**src/rtl/trace_dump_ctrl_if.sv**
```systemverilog
// rtl/trace_dump_ctrl_if.sv - trace buffer read port plus outgoing byte stream
// Signals:
//   trace_wr  : copy of the trace buffer write strobe (observed only)
//   trace_rd  : buffer read pulse, one cycle per word
//   trace_out : buffer read data, valid the cycle after trace_rd
//   tx_data/tx_valid/tx_ready : framed byte stream toward the debug bridge
// Modports: master = readout controller, slave = buffer + stream sink side.
interface trace_dump_ctrl_if #(
  parameter int Fpay = 32
) ();
  logic            trace_wr;
  logic            trace_rd;
  logic [Fpay-1:0] trace_out;
  logic [7:0]      tx_data;
  logic            tx_valid;
  logic            tx_ready;

  modport master (
    input  trace_wr,
    input  trace_out,
    input  tx_ready,
    output trace_rd,
    output tx_data,
    output tx_valid
  );

  modport slave (
    output trace_wr,
    output trace_out,
    output tx_ready,
    input  trace_rd,
    input  tx_data,
    input  tx_valid
  );
endinterface

```
**src/rtl/trace_dump_ctrl.sv**
```systemverilog
// rtl/trace_dump_ctrl.sv - drains the trace buffer into a framed byte stream
// Frame: header(A5/A6), COUNT[15:8], COUNT[7:0], COUNT words MSB byte first,
//        [XOR checksum], trailer 5A.
// Optional feature macro: TRACE_DUMP_CHKSUM_EN (adds the CHK checksum byte).
// Ports:
//   clk        : system clock (same as trace buffer)
//   reset      : asynchronous active-low reset
//   bus        : trace_dump_ctrl_if.master (buffer read port + byte stream)
//   dump_start : single-cycle dump request, ignored while busy
//   busy       : high whenever the FSM is not IDLE
//   overflow   : sticky, buffer written while full; cleared at dump start
module trace_dump_ctrl #(
  parameter int Fpay     = 32,
  parameter int TB_Depth = 512,
  parameter int CNTw     = $clog2(TB_Depth) + 1
) (
  input  logic              clk,
  input  logic              reset,
  trace_dump_ctrl_if.master bus,
  input  logic              dump_start,
  output logic              busy,
  output logic              overflow
);
  localparam int NB  = Fpay / 8;
  localparam int BIW = (NB > 1) ? $clog2(NB) : 1;
  localparam logic [CNTw-1:0] FULL    = CNTw'(TB_Depth);
  localparam logic [7:0]      HDR_OK  = 8'hA5;
  localparam logic [7:0]      HDR_OVF = 8'hA6;
  localparam logic [7:0]      TRAILER = 8'h5A;

  typedef enum logic [3:0] {
    IDLE,
    HDR,
    CNT_H,
    CNT_L,
    RD,
    CAP,
    DATA,
`ifdef TRACE_DUMP_CHKSUM_EN
    CHK,
`endif
    TRL
  } state_t;

  state_t          state;
  logic [CNTw-1:0] occ;
  logic [15:0]     count;
  logic [CNTw-1:0] remaining;
  logic [Fpay-1:0] shreg;
  logic [BIW-1:0]  byte_idx;
`ifdef TRACE_DUMP_CHKSUM_EN
  logic [7:0]      chk;
`endif

  logic            hs;
  logic            start;
  logic            wr_ok;
  logic            wr_full;
  logic [Fpay-1:0] shreg_sh;

  assign hs       = bus.tx_valid & bus.tx_ready;
  assign start    = dump_start & (state == IDLE);
  assign wr_full  = bus.trace_wr & (occ == FULL);
  assign wr_ok    = bus.trace_wr & (occ != FULL);
  assign shreg_sh = shreg << 8;

  // Occupancy shadow of the buffer. A write while full is lost (and flagged),
  // even if a read happens in the same cycle. A fresh overflow in the start
  // cycle wins over the clear since it was not part of the snapshot.
  always_ff @(posedge clk or negedge reset) begin
    if (!reset) begin
      occ      <= '0;
      overflow <= 1'b0;
    end else begin
      if (start)   overflow <= 1'b0;
      if (wr_full) overflow <= 1'b1;
      case ({wr_ok, bus.trace_rd})
        2'b10:   occ <= occ + CNTw'(1);
        2'b01:   occ <= occ - CNTw'(1);
        default: ;
      endcase
    end
  end

  // Outputs are registered: each transition loads the byte the next state shows.
  always_ff @(posedge clk or negedge reset) begin
    if (!reset) begin
      state        <= IDLE;
      bus.trace_rd <= 1'b0;
      bus.tx_valid <= 1'b0;
      bus.tx_data  <= 8'h00;
      busy         <= 1'b0;
      count        <= '0;
      remaining    <= '0;
      shreg        <= '0;
      byte_idx     <= '0;
`ifdef TRACE_DUMP_CHKSUM_EN
      chk          <= 8'h00;
`endif
    end else begin
      case (state)
        IDLE: begin
          if (dump_start) begin
            count        <= 16'(occ);
            remaining    <= occ;
            bus.tx_data  <= overflow ? HDR_OVF : HDR_OK;
            bus.tx_valid <= 1'b1;
            busy         <= 1'b1;
`ifdef TRACE_DUMP_CHKSUM_EN
            chk          <= 8'h00;
`endif
            state        <= HDR;
          end
        end
        HDR: begin
          if (hs) begin
            bus.tx_data <= count[15:8];
            state       <= CNT_H;
          end
        end
        CNT_H: begin
          if (hs) begin
`ifdef TRACE_DUMP_CHKSUM_EN
            chk         <= chk ^ bus.tx_data;
`endif
            bus.tx_data <= count[7:0];
            state       <= CNT_L;
          end
        end
        CNT_L: begin
          if (hs) begin
`ifdef TRACE_DUMP_CHKSUM_EN
            chk <= chk ^ bus.tx_data;
`endif
            if (count != 16'h0000) begin
              bus.tx_valid <= 1'b0;
              bus.trace_rd <= 1'b1;
              state        <= RD;
            end else begin
`ifdef TRACE_DUMP_CHKSUM_EN
              bus.tx_data <= chk ^ bus.tx_data;
              state       <= CHK;
`else
              bus.tx_data <= TRAILER;
              state       <= TRL;
`endif
            end
          end
        end
        RD: begin
          bus.trace_rd <= 1'b0;
          state        <= CAP;
        end
        CAP: begin
          shreg        <= bus.trace_out;
          byte_idx     <= '0;
          bus.tx_data  <= bus.trace_out[Fpay-1 -: 8];
          bus.tx_valid <= 1'b1;
          state        <= DATA;
        end
        DATA: begin
          if (hs) begin
`ifdef TRACE_DUMP_CHKSUM_EN
            chk <= chk ^ bus.tx_data;
`endif
            if (byte_idx == BIW'(NB - 1)) begin
              remaining <= remaining - CNTw'(1);
              if (remaining > CNTw'(1)) begin
                bus.tx_valid <= 1'b0;
                bus.trace_rd <= 1'b1;
                state        <= RD;
              end else begin
`ifdef TRACE_DUMP_CHKSUM_EN
                bus.tx_data <= chk ^ bus.tx_data;
                state       <= CHK;
`else
                bus.tx_data <= TRAILER;
                state       <= TRL;
`endif
              end
            end else begin
              shreg       <= shreg_sh;
              byte_idx    <= byte_idx + BIW'(1);
              bus.tx_data <= shreg_sh[Fpay-1 -: 8];
            end
          end
        end
`ifdef TRACE_DUMP_CHKSUM_EN
        CHK: begin
          if (hs) begin
            bus.tx_data <= TRAILER;
            state       <= TRL;
          end
        end
`endif
        TRL: begin
          if (hs) begin
            bus.tx_valid <= 1'b0;
            bus.tx_data  <= 8'h00;
            busy         <= 1'b0;
            state        <= IDLE;
          end
        end
        default: state <= IDLE;
      endcase
    end
  end
endmodule

```
**src/flat_wrapper.sv**
```systemverilog
// flat-port wrapper written by rule: the top's interface ports become plain ports
module trace_dump_ctrl_flat 
#(
  parameter int Fpay     = 32,
  parameter int TB_Depth = 512,
  parameter int CNTw     = $clog2(TB_Depth) + 1
)
  (clk, reset, dump_start, busy, overflow, bus_trace_wr, bus_trace_out, bus_tx_ready, bus_trace_rd, bus_tx_data, bus_tx_valid);
  trace_dump_ctrl_if #(.Fpay(Fpay)) bus_i ();
  input  logic clk;
  input  logic reset;
  input  logic dump_start;
  output logic busy;
  output logic overflow;
  input wire logic [$bits(bus_i.trace_wr)-1:0] bus_trace_wr;
  input wire logic [$bits(bus_i.trace_out)-1:0] bus_trace_out;
  input wire logic [$bits(bus_i.tx_ready)-1:0] bus_tx_ready;
  output wire logic [$bits(bus_i.trace_rd)-1:0] bus_trace_rd;
  output wire logic [$bits(bus_i.tx_data)-1:0] bus_tx_data;
  output wire logic [$bits(bus_i.tx_valid)-1:0] bus_tx_valid;
  assign bus_i.trace_wr = bus_trace_wr;
  assign bus_i.trace_out = bus_trace_out;
  assign bus_i.tx_ready = bus_tx_ready;
  assign bus_trace_rd = bus_i.trace_rd;
  assign bus_tx_data = bus_i.tx_data;
  assign bus_tx_valid = bus_i.tx_valid;
  trace_dump_ctrl #(.Fpay(Fpay), .TB_Depth(TB_Depth), .CNTw(CNTw)) u_core (.clk(clk), .reset(reset), .bus(bus_i), .dump_start(dump_start), .busy(busy), .overflow(overflow));
endmodule
```
**config.mk**
```make
export PLATFORM = sky130hd
export DESIGN_NAME = trace_dump_ctrl_flat
export DESIGN_NICKNAME = d
export VERILOG_FILES = /design/src/rtl/trace_dump_ctrl_if.sv /design/src/rtl/trace_dump_ctrl.sv /design/src/flat_wrapper.sv
export SDC_FILE = /design/constraint.sdc
export NUM_CORES = 1
export LEC_CHECK = 0
export ABC_AREA = 1
export CELL_PAD_IN_SITES_DETAIL_PLACEMENT = 1
export CELL_PAD_IN_SITES_GLOBAL_PLACEMENT = 2
export CORE_UTILIZATION = 35
export CTS_CLUSTER_DIAMETER = 150
export DETAILED_ROUTE_END_ITERATION = 7
export GPL_TIMING_DRIVEN = 0
export HOLD_SLACK_MARGIN = 0.06
export MAX_ROUTING_LAYER = met4
export PLACE_DENSITY = 0.95
export SETUP_SLACK_MARGIN = 0.3
export SYNTH_ARGS = -nofsm -noshare
export SYNTH_HDL_FRONTEND = slang
export SYNTH_SLANG_ARGS = --single-unit
```
**constraint.sdc**
```tcl
create_clock -name clk -period 5 [get_ports clk]
set_input_delay 1 -clock clk [delete_from_list [all_inputs] [get_ports clk]]
set_output_delay 1 -clock clk [all_outputs]
set_load 0.01 [all_outputs]
```
* Word level (Yosys, flattened, before mapping) *
Cells that the tools add are included.

storage, ports and cells
  bits in registers = 72
  bits of input ports = 37
  output and inout bits = 12
  word-level logic and storage cells = 111

operators by class
  add/subtract/negate cells = 4
  magnitude comparators = 1
  equality and inequality tests = 24
  mux-type cells = 49
  bitwise operators = 4
  reduce and logical (&&, ||, !) cells = 18

operators with widths
  cell                                                                     number
  8-bit 2-to-1 mux                                                         9
  8-bit one-hot mux with 7 select lines                                    1
  24-bit 2-to-1 mux                                                        2
  24-bit one-hot mux with 2 select lines                                   1
  10-bit one-hot mux with 2 select lines                                   2
  4-bit one-hot mux with 8 select lines                                    1
  10-bit 2-to-1 mux                                                        3
  4-bit 2-to-1 mux                                                         7
  10-bit by 1-bit subtractor with 10-bit output, second input constant     2
  4-bit by 3-bit == test with 1-bit output, second input constant          4
  2-bit by 1-bit inequality test with 1-bit output, second input constant  8
  16-bit nonzero test                                                      1
  1-bit 2-to-1 mux                                                         14
  10-bit by 1-bit adder with 10-bit output, second input constant          1
  10-bit == test, second input constant                                    1
  10-bit by 1-bit > comparator with 1-bit output, second input constant    1
  2-bit 2-to-1 mux                                                         5
  10-bit inequality test, second input constant                            1
  2-bit nonzero test                                                       5
  9-bit AND reduction                                                      1
  4-bit by 2-bit == test with 1-bit output, second input constant          2
  8-bit AND reduction                                                      1
  7-bit AND reduction                                                      1
  7-bit nonzero test                                                       1
  other kinds (18)                                                         25

* Depth between registers and ports, before layout *
Gate-level depths: netlist of the first run.

  depth in word-level cells = 5
  depth in mapped cells = 19
  depth with buffers taken out = 17

* Least setup slack after synthesis of the first run *
Ideal clock, no wire load.

  path type = in2reg
  start = input port bus_trace_wr
  end = register u_core.occ[4]
  library setup time = 132 ps
  data arrival time = 2469 ps
  path slack = 2400 ps
  stages on the path = 13
  buffers on the path = 2
  cells stage by stage = nand2_1 ha_1 clkbuf_2 buf_4 nor2_1 nor2_1 ha_1 o21bai_1 nand3_1 nand2_1 o21ai_0 a21o_1 o21ai_0

on the way
  word-level cells in the longest chain between the ends = 3

RTL lines
  item                                                                                 line                   text
  start: declaration                                                                   flat_wrapper.sv:15     input wire logic [$bits(bus_i.trace_wr)-1:0] bus_trace_wr;
  1-bit bitwise AND (*)                                                                trace_dump_ctrl.sv:64  assign wr_ok = bus.trace_wr & (occ != FULL);
  2-bit by 1-bit == test with 1-bit output / 2-bit == test (equally long branches)     trace_dump_ctrl.sv:77  case ({wr_ok, bus.trace_rd})
  10-bit one-hot mux with 2 select lines / 2-bit nonzero test (equally long branches)  n/a
  end signal: assignment                                                               trace_dump_ctrl.sv:78  2'b10: occ <= occ + CNTw'(1);
  end signal: assignment                                                               trace_dump_ctrl.sv:79  2'b01: occ <= occ - CNTw'(1);
  end: declaration                                                                     trace_dump_ctrl.sv:46  logic [CNTw-1:0] occ;

Every way passes the cells marked *; elsewhere a longest branch is shown, timed or not.
A chain may end at the register's enable or synchronous reset.

* Worst setup path after layout of the first run *
  start = input port bus_trace_wr
  end = register u_core.occ[6]

Same word-level chain as after synthesis.

==> results of run 1 <==
## routing by layer
metal  GRT usage, %  part of all wire (%)
met4           7.52                   2.2
met1           29.2                    48
met3           4.70                   2.9
met5              -                     0
met2           34.3                    47
## stage by stage
stage	setup slack, ns	utilization (%)	cell area, µm²	power, µW	cells
2_1_floorplan	2.40	-	4080	2150	553
3_3_place_gp	0.334	41.7	4740	2600	744
3_5_place_dp	1.44	41.9	4770	2670	745
4_1_cts	1.79	44.6	5070	3370	761
5_1_grt	1.61	44.6	5070	3640	761
6_report	1.78	44.6	5070	3360	761
## final cells by class
cell class	count	share of cell area, %
Clock buffer	10	4.71
Inverter	65	4.81
Multi-Input combinational cell	397	38.4
Buffer	20	2.19
Sequential cell	71	35.0
Timing Repair Buffer	49	9.96
Tap cell	143	3.53
Clock inverter	6	1.36
## cell usage in the layout (no fill, tap or decap), types with 2 or more instances in the layout
master and count:
clkbuf_2 2, nand2_1 150, nor3_1 4, a221oi_1 3
inv_2 2, inv_1 63, ha_1 6, nand2_2 6
o21a_1 2, a31oi_1 13, dfrtp_1 71, o2111ai_1 2
o21bai_1 2, clkinv_4 2, clkbuf_1 4, o22ai_1 2
clkbuf_16 9, o211ai_1 7, clkdlybuf4s50_1 47, o21ai_2 6
nand3_1 32, xor2_1 2, nand4_1 2, nor4_1 2
buf_4 5, nand3b_1 3, buf_2 9, a21oi_1 17
xnor2_1 2, nor2_1 64, o21ai_0 57
## worst paths after layout
kind | depth (start not counted) | slack, ns | endpoint | startpoint
worst max-delay path | 17 | 1.78 | u_core.occ[6] | bus_trace_wr
worst min-delay path | 2 | 0.47 | u_core.bus.tx_data[0] | u_core.bus.tx_data[0]
worst max register to register | 17 | 1.85 | u_core.occ[6] | u_core.occ[1]
worst min register to register | 2 | 0.47 | u_core.bus.tx_data[0] | u_core.bus.tx_data[0]
max in group asynchronous | 2 | 3.91 | u_core.shreg[7] | reset
min in group asynchronous | 1 | 0.53 | u_core.occ[0] | reset
## state kept, by name, summed over array words and instances (netlist names)
name	flops
u_core.state	3
u_core.remaining	10
u_core.count	10
u_core.shreg	24
u_core.bus.tx_data	8
u_core.busy	1
u_core.bus.trace_rd	1
u_core.occ	10
u_core.bus.tx_valid	1
u_core.overflow	1
u_core.byte_idx	2
## cells by family (layout without fill, tap and decap cells)
logic type | Yosys count | after routing
and+or+nand+nor | 268 | 268
DFF | 71 | 71
AOI/OAI and AO/OA | 119 | 119
xor gates and xnor gates | 4 | 4
buffers and inverters | 85 | 150
adders and majority gates | 6 | 6
## worst register-to-register path, stage by stage (launching register included)
cell and delay [ns]:
dfrtp_1 0.49, nor4_1 0.35, nand4_1 0.23, nand2_1 0.16, ha_1 0.15, clkbuf_2 0.20
buf_4 0.21, nor2_1 0.06, nor2_1 0.19, ha_1 0.17, o21bai_1 0.16, nand3_1 0.12
nand2_1 0.18, nand2_1 0.10, nand2_1 0.07, nand2_1 0.04, nand3_1 0.07, o21ai_0 0.08
## report_power, final
part           total, µW  internal (µW)  switching (µW)  leakage [µW]
combinational       1610            599            1010       0.00138
sequential          1080            843             238      0.000861
clock                672            402             269      0.000149
total               3360           1840            1520       0.00239
## cells in the mapped netlist, drive strengths merged
library cell and instances:
xnor2 2, clkbuf 6, o221ai 1, nand4 2, o21ai 65, a31oi 13, nor3 5, o211ai 7
o31ai 1, a21oi 19, inv 65, nor4 2, dfrtp 71, nor2 66, o22ai 2, buf 14
nand2 157, xor2 2, o21bai 2, o2111ai 2, a221oi 3, a21boi 1, or2 1, nand3b 3
o21a 2, a21o 1, nand3 32, ha 6
==> impl_metrics.ini, run 1 <==
[power]
ir_drop_mv = 0.361
p_per_area_mw_per_mm2 = 662
total_leakage_power_uw = 0.00239

[layout]
multi_input_area_mm2 = 0.00195
final-seq-area_mm2 = 0.00178
antenna_cells = 0
fill_cells = 1417
final_nets = 656
drive_gt1_share_pct = 9.06
syn2layout_area_growth_pct = 24.3

[detailed_routing]
dr.pass1.iters = 4
wl_per_cell_um = 16.3
wl_um = 12400
drcViolationCount = 0
viasPerCell = 5.18
antenna_left = 0
first_iter_violations = 235
vias = 3944

[grt]
grt-ovfl-total = 0
grt_pass1_wl_um = 19800
first_global_vias = 3985
grt_use_total_pct = 22.3
grt_max_degree = 58
antenna_found_initial = 0

[setup_path]
critPathLaunchType = input pin
crit_path_top_delay_cell = clkdlybuf4s50_1
cpMostUsedCell = nand2_1
cp.buffers_inverters = 4
crit_family = buffers and inverters
crit_required_ns = 5.20
crit_type = in -> reg
crit_path_end_kind = flip-flop
cp_max_fo = 10
worstPathCellList = clkdlybuf4s50_1 > nand2_1 > ha_1 > clkbuf_2 > buf_4 > nand2_1 > inv_1 > nor2_1 > ha_1 > o21bai_1 > nand3_1 > nand2_1 > nand2_1 > nand2_1 > nand2_1 > nand3_1 > o21ai_0
cp.arrival_ns = 3.42
max_stage_delay_ns = 0.50

[job]
max-cap-violations = 0

[yosys]
synth_area_mm2 = 0.00408
ys_types = 42
synth_top_family_by_area = simple AND/OR/NAND/NOR gates
yosys.area.top_type = dfrtp_1
syn_avg_cell_area_um2 = 7.38
synthAdderAreaFrac_pct = 1.84
seq_area_frac_synth_pct = 43.5
syn_inst = 553
yosysTopAreaCellShare_pct = 43.5
synth_compound_area_share_pct = 17.7
yosys-top-cells-area = dfrtp_1, nand2_1, o21ai_0
synth_xor_area_share_pct = 0.858
yosys.area_share.simple_pct = 27.4
synth_nets = 596
ys.warnings.count = 0
synth-seq-cells = 71
synthMuxAreaShare_pct = 0

[sta]
relSlewSlack_pct = 61.5
rsz0062_at_grt = false
tightest_slew_ns = 0.578
finalCriticalPeriod_ns = 3.22
tns_ns = 0
period_share_pct = 64.4
slew_viol_final = 0
fmax_mhz = 311
timing.hold.ws_ns = 0.470
fin_skew_ns = 0.00407
hold_viol = 0
setup_violations = 0

[cts]
cts_resized = 0
htree_levels = 3
cts.sinks = 71
cts_hold_buf = 0
postCtsSetupBuffers = 0
cts_buffers = 9
cts_tree = built
clkTransAtPathRegs_ns = 0.06
clk_latency_ns = 0.34
clockBufferDepth = 2
root_buffer = clkbuf_16

[die]
rows = 39
die_area_mm2 = 0.0121
die_w_um = 110
start_util_pct = 35.9
fp.dieH_um = 110
core_mm2 = 0.0114
io_pins = 49

[place]
port_buffers = 48
dpl.hpwl_um = 9150
gp_congestion = 0.867

[worst_hold_path]
hp-class = reg -> reg

[run_status]
status = finished, final reports clean
Power figures use the tool's default switching activity.
==> inputs of run 2 (changes only) <==
Settings changed: CORE_UTILIZATION 35 to 32, PLACE_DENSITY 0.95 to 0.89.
Clock period 5 ns to 3.3 ns, I/O delays scaled along.
==> run 2 against run 1 <==
First-iteration DRC count is 37% lower. Worst hold slack got worse by 0.33 ns. Global-route usage shrank 0.97 points. Non-clock buffer count rose by 6. Critical path depth is the same. Clock power rose by 59%. Clock skew rose by 0.0033 ns. Design area up 2.9%. Largest cell class unchanged. Highest routed layer unchanged.
==> impl_metrics.ini, run 2 (synthesized netlist as in run 1, its figures left out) <==
[setup_path]
max_stage_delay_ns = 0.47
cp.buffers_inverters = 2
cp_max_fo = 10
crit_type = reg -> reg
r2r-start = u_core.occ[5]
crit_family = simple AND/OR/NAND/NOR gates
ff2ff_path_depth = 17
crit_path_top_delay_cell = dfrtp_2
rrSetupSlack_ns = 0.51
reg2reg_to = u_core.occ[6]
crit_path_end_kind = flip-flop
critPathLaunchType = flip-flop
worstPathCellList = nor4_4 > nand4_1 > nand2_1 > ha_1 > clkbuf_4 > buf_8 > nor2_1 > nor2_2 > ha_1 > o21bai_2 > nand3_1 > nand2_2 > nand2_1 > nand2_1 > nand2_1 > nand3_1 > o21ai_0
cp.arrival_ns = 3.00
cpMostUsedCell = nand2_1
crit_required_ns = 3.51

[cts]
clkTransAtPathRegs_ns = 0.06
htree_levels = 3
clk_latency_ns = 0.35
cts_hold_buf = 0
cts_tree = built
root_buffer = clkbuf_16
cts.sinks = 71
cts_buffers = 9
clockBufferDepth = 2

[die]
core_mm2 = 0.0122
io_pins = 49
die_w_um = 115
die_area_mm2 = 0.0132
rows = 40
fp.dieH_um = 115
start_util_pct = 33.4

[detailed_routing]
antenna_left = 0
dr.pass1.iters = 4
vias = 3908
wl_um = 12500
wl_per_cell_um = 15.8
viasPerCell = 4.93
drcViolationCount = 0
first_iter_violations = 147

[layout]
layout_commonest_cell = nand2_1
final_nets = 662
drive_gt1_share_pct = 11.2
largest_reg_flops = 24
multi_input_area_mm2 = 0.00199
largest-register = u_core.shreg
syn2layout_area_growth_pct = 27.9
final_cell_mix = nand2_1, dfrtp_1, nor2_1
antenna_cells = 0
final-seq-area_mm2 = 0.00178
utilization_pct = 42.7
fill_cells = 1544

[place]
post-place-ws_ns = 0.106
dpl.hpwl_um = 9430
gp_congestion = 0.864
port_buffers = 48

[power]
intPower_uw = 2930
total_leakage_power_uw = 0.00243
combPwrFrac_pct = 48.4
ir_drop_mv = 0.351
share_seq_of_total_power_pct = 31.1
clkPwrFrac_pct = 20.4
swShare_pct = 44.1
p_switching_uw = 2310
p_per_area_mw_per_mm2 = 1000

[grt]
grt_pass1_wl_um = 20900
grt_max_degree = 64
first_global_vias = 4190
antenna_found_initial = 0
grt_use_total_pct = 21.3
grt-ovfl-total = 0

[worst_hold_path]
hp-class = in -> async

[sta]
slew_viol_final = 0
setup_violations = 0
fmax_mhz = 358
timing.hold.ws_ns = 0.141
period_share_pct = 84.5
rsz0062_at_grt = false
setup_slack_ns = 0.510
tightest_slew_ns = 0.522
finalCriticalPeriod_ns = 2.79
relSlewSlack_pct = 65.2
fin_skew_ns = 0.00737
hold_viol = 0

[run_status]
status = finished, final reports clean

[job]
max-cap-violations = 0
==> run 2: worst max-delay path by stage <==
| stage | start | end | slack [ns] | depth (start not counted) |
|---|---|---|---|---|
| after floorplan | u_core.occ[0] | u_core.occ[6] | 0.93 | 17 |
| after global placement | reset | u_core.shreg[5] | -1.14 | 1 |
| after detailed placement | bus_trace_wr | u_core.occ[6] | 0.11 | 17 |
| after CTS | u_core.occ[9] | u_core.occ[6] | 0.30 | 18 |
| after global routing | u_core.occ[5] | u_core.occ[8] | 0.27 | 17 |
| final | u_core.occ[5] | u_core.occ[6] | 0.51 | 17 |
==> run 2: per-stage QoR <==
step                total power [µW]  TNS [ns]  area (µm²)  std cells
finish                          5240         0        5220        792
detailed placement              4070         0        4800        770
CTS                             5190         0        5130        787
global route                    5700         0        5220        792
global placement                3960    -80.14        4770        769
floorplan                       3250         0        4080        553
==> run 2: worst reg2reg max path, stage by stage (launching register included) <==
cell,delay [ns]
dfrtp_2,0.47
nor4_4,0.27
nand4_1,0.18
nand2_1,0.14
ha_1,0.15
clkbuf_4,0.19
buf_8,0.15
nor2_1,0.06
nor2_2,0.14
ha_1,0.15
o21bai_2,0.12
nand3_1,0.11
nand2_2,0.14
nand2_1,0.08
nand2_1,0.07
nand2_1,0.07
nand3_1,0.09
o21ai_0,0.09
==> run 2: power by group through the flow <==
| stage | sequential (µW) | clock (µW) | combinational [µW] |
|---|---|---|---|
| 5_1_grt | 1690 | 1120 | 2880 |
| 6_report | 1630 | 1070 | 2540 |
| 2_1_floorplan | 1550 | 0 | 1700 |
| 3_5_place_dp | 1640 | 0 | 2440 |
| 4_1_cts | 1630 | 1100 | 2470 |
| 3_3_place_gp | 1620 | 0 | 2340 |
==> run 2: routing by layer <==
metal | routed length (µm) | GRT usage, %
met2 | 6230 | 35.6
met4 | 204 | 7.62
met5 | 0 | -
met1 | 5830 | 25.8
met3 | 276 | 3.90
==> run 2: what timing repair did <==
action,in CTS,in global routing
pin swaps,1,2
gates resized for setup,2,14
buffers inserted,1,5
endpoints found under the setup margin,3,5
==> run 2: area by class of cell <==
cell class / count / area share (%)
inverters: 65 / 4.67
well taps: 168 / 4.03
clock inverters: 5 / 1.56
clock buffers: 11 / 4.65
plain buffers: 20 / 2.33
flip-flops and latches: 71 / 34.1
multi-input cells: 397 / 38.1
repair buffers: 55 / 10.5
==> inputs of run 3 (changes only) <==
Clock period 3.3 ns to 2.64 ns, I/O delays scaled along.
==> run 3 against run 2 <==
Worst hold slack worse by 0.012 ns. Power up 34%. Utilization up 2.3 points. Global-route usage increased by 1.1 points. Routed wire length up 6.1%. Largest power group unchanged. Cell count rose by 2.0%. Clock-buffer cell count stayed put. Critical endpoint is now u_core.occ[8].
==> impl_metrics.ini, run 3 (synthesized netlist as in run 1, its figures left out) <==
[die]
die_area_mm2 = 0.0132
io_pins = 49
fp.dieH_um = 115
die_w_um = 115
rows = 40
start_util_pct = 33.4
core_mm2 = 0.0122

[sta]
fmax_mhz = 391
timing.hold.ws_ns = 0.129
tightest_slew_ns = 0.481
fin_skew_ns = 0.00690
setup_slack_ns = 0.0823
setup_violations = 0
relSlewSlack_pct = 68.0
rsz0062_at_grt = true
slew_viol_final = 0
period_share_pct = 96.9
finalCriticalPeriod_ns = 2.56
hold_viol = 0

[detailed_routing]
antenna_left = 0
vias = 4011
first_iter_violations = 178
viasPerCell = 4.96
drcViolationCount = 0
wl_per_cell_um = 16.5
dr.pass1.iters = 4
wl_um = 13300

[layout]
syn2layout_area_growth_pct = 34.8
final_cell_mix = nand2_1, dfrtp_1, inv_1
antenna_cells = 0
fin_area_mm2 = 0.00550
drive_gt1_share_pct = 19.4
largest_reg_flops = 24
fill_cells = 1521
final_nets = 679
layout_commonest_cell = nand2_1
largest-register = u_core.shreg

[setup_path]
r2r-start = u_core.occ[7]
crit_path_top_delay_cell = dfrtp_2
startpoint = u_core.occ[7]
cpMostUsedCell = nand2_1
crit_path_end_kind = flip-flop
critPathLaunchType = flip-flop
crit_required_ns = 2.85
worstPathCellList = nor4_2 > nand4_1 > nand2_1 > ha_2 > buf_8 > buf_6 > nor2_4 > nor2_4 > ha_2 > o21bai_4 > nand3_2 > nand2_4 > nand2_2 > nand2_1 > nand2_1 > nand3_1 > o21ai_1
cp_max_fo = 4
crit_type = reg -> reg
cp.arrival_ns = 2.77
max_stage_delay_ns = 0.43

[run_status]
status = finished, final reports clean

[power]
p_switching_uw = 3130
ir_drop_mv = 0.386
intPower_uw = 3870
p_per_area_mw_per_mm2 = 1270
total_leakage_power_uw = 0.00255
combPwrFrac_pct = 53.3
clkPwrFrac_pct = 17.9
share_seq_of_total_power_pct = 28.8
swShare_pct = 44.7
total_power_uw = 7000

[worst_hold_path]
hp-class = in -> async

[place]
port_buffers = 48
post-place-ws_ns = -0.365
gp_congestion = 0.867
dpl.hpwl_um = 9310
placed_cell_area_mm2 = 0.00481

[cts]
cts_hold_buf = 0
clockBufferDepth = 2
root_buffer = clkbuf_16
cts.sinks = 71
clkTransAtPathRegs_ns = 0.06
cts_buffers = 9
cts_tree = built
htree_levels = 3
clk_latency_ns = 0.34

[grt]
grt_pass1_wl_um = 22100
grt_use_total_pct = 22.5
grt_max_degree = 45
first_global_vias = 4369
grt-ovfl-total = 0
antenna_found_initial = 0

[job]
max-cap-violations = 0
[run 3: critical path: cells and delay by family (launching register included)]
kind / cells / cell delay (ns)
AOI/OAI and AO/OA: 2 / 0.20
and+or+nand+nor: 11 / 1.23
adders and majority gates: 2 / 0.37
buffers and inverters: 2 / 0.22
DFF: 1 / 0.43
[run 3: cell type report]
cell class | instances | area, µm² | area share (%)
multi-input cells | 397 | 2130 | 38.7
flip-flops and latches | 71 | 1780 | 32.4
repair buffers | 72 | 702 | 12.8
clock buffers | 11 | 253 | 4.59
inverters | 65 | 244 | 4.43
well taps | 168 | 210 | 3.82
plain buffers | 20 | 129 | 2.34
clock inverters | 4 | 53.8 | 0.978
[run 3: repair_timing]
action | CTS | global route
pin swaps | 26 | 23
setup buffers | 17 | 6
gates resized for setup | 57 | 15
endpoints found under the setup margin | 9 | 9
[run 3: final timing paths]
kind / endpoint / slack [ns] / cells past startpoint
worst min register to register: u_core.bus.tx_data[0] / 0.47 / 2
worst max-delay path: u_core.occ[8] / 0.08 / 17
worst max register to register: u_core.occ[8] / 0.08 / 17
worst min-delay path: u_core.occ[5] / 0.13 / 1
max in group asynchronous: u_core.bus.tx_data[6] / 1.96 / 2
min in group clk: u_core.bus.tx_data[0] / 0.47 / 2
[run 3: stage by stage]
step           instances  utilization [%]  setup TNS (ns)
4_1_cts              802             44.3               0
3_5_place_dp         770             39.4           -1.08
6_report             808             45.1               0
5_1_grt              808             45.1          -0.154
2_1_floorplan        553                -               0
3_3_place_gp         769             39.2         -111.44
[run 3: layer usage]
| layer | vias up | part of all wire, % | track usage, % |
|---|---|---|---|
| met1 | 1977 | 46 | 27.8 |
| met2 | 59 | 51 | 37.8 |
| met3 | 10 | 2.5 | 3.16 |
| met4 | 0 | 1.2 | 7.45 |
| li1 | 1965 | - | - |
| met5 | - | 0 | - |
[run 3: power by group through the flow]
stage / sequential [µW] / clock, µW / combinational [µW]
finish: 2020 / 1250 / 3730
CTS: 2010 / 1280 / 3530
global placement: 2030 / 0 / 2930
global route: 2090 / 1330 / 4170
detailed placement: 2050 / 0 / 3040
floorplan: 1930 / 0 / 2140
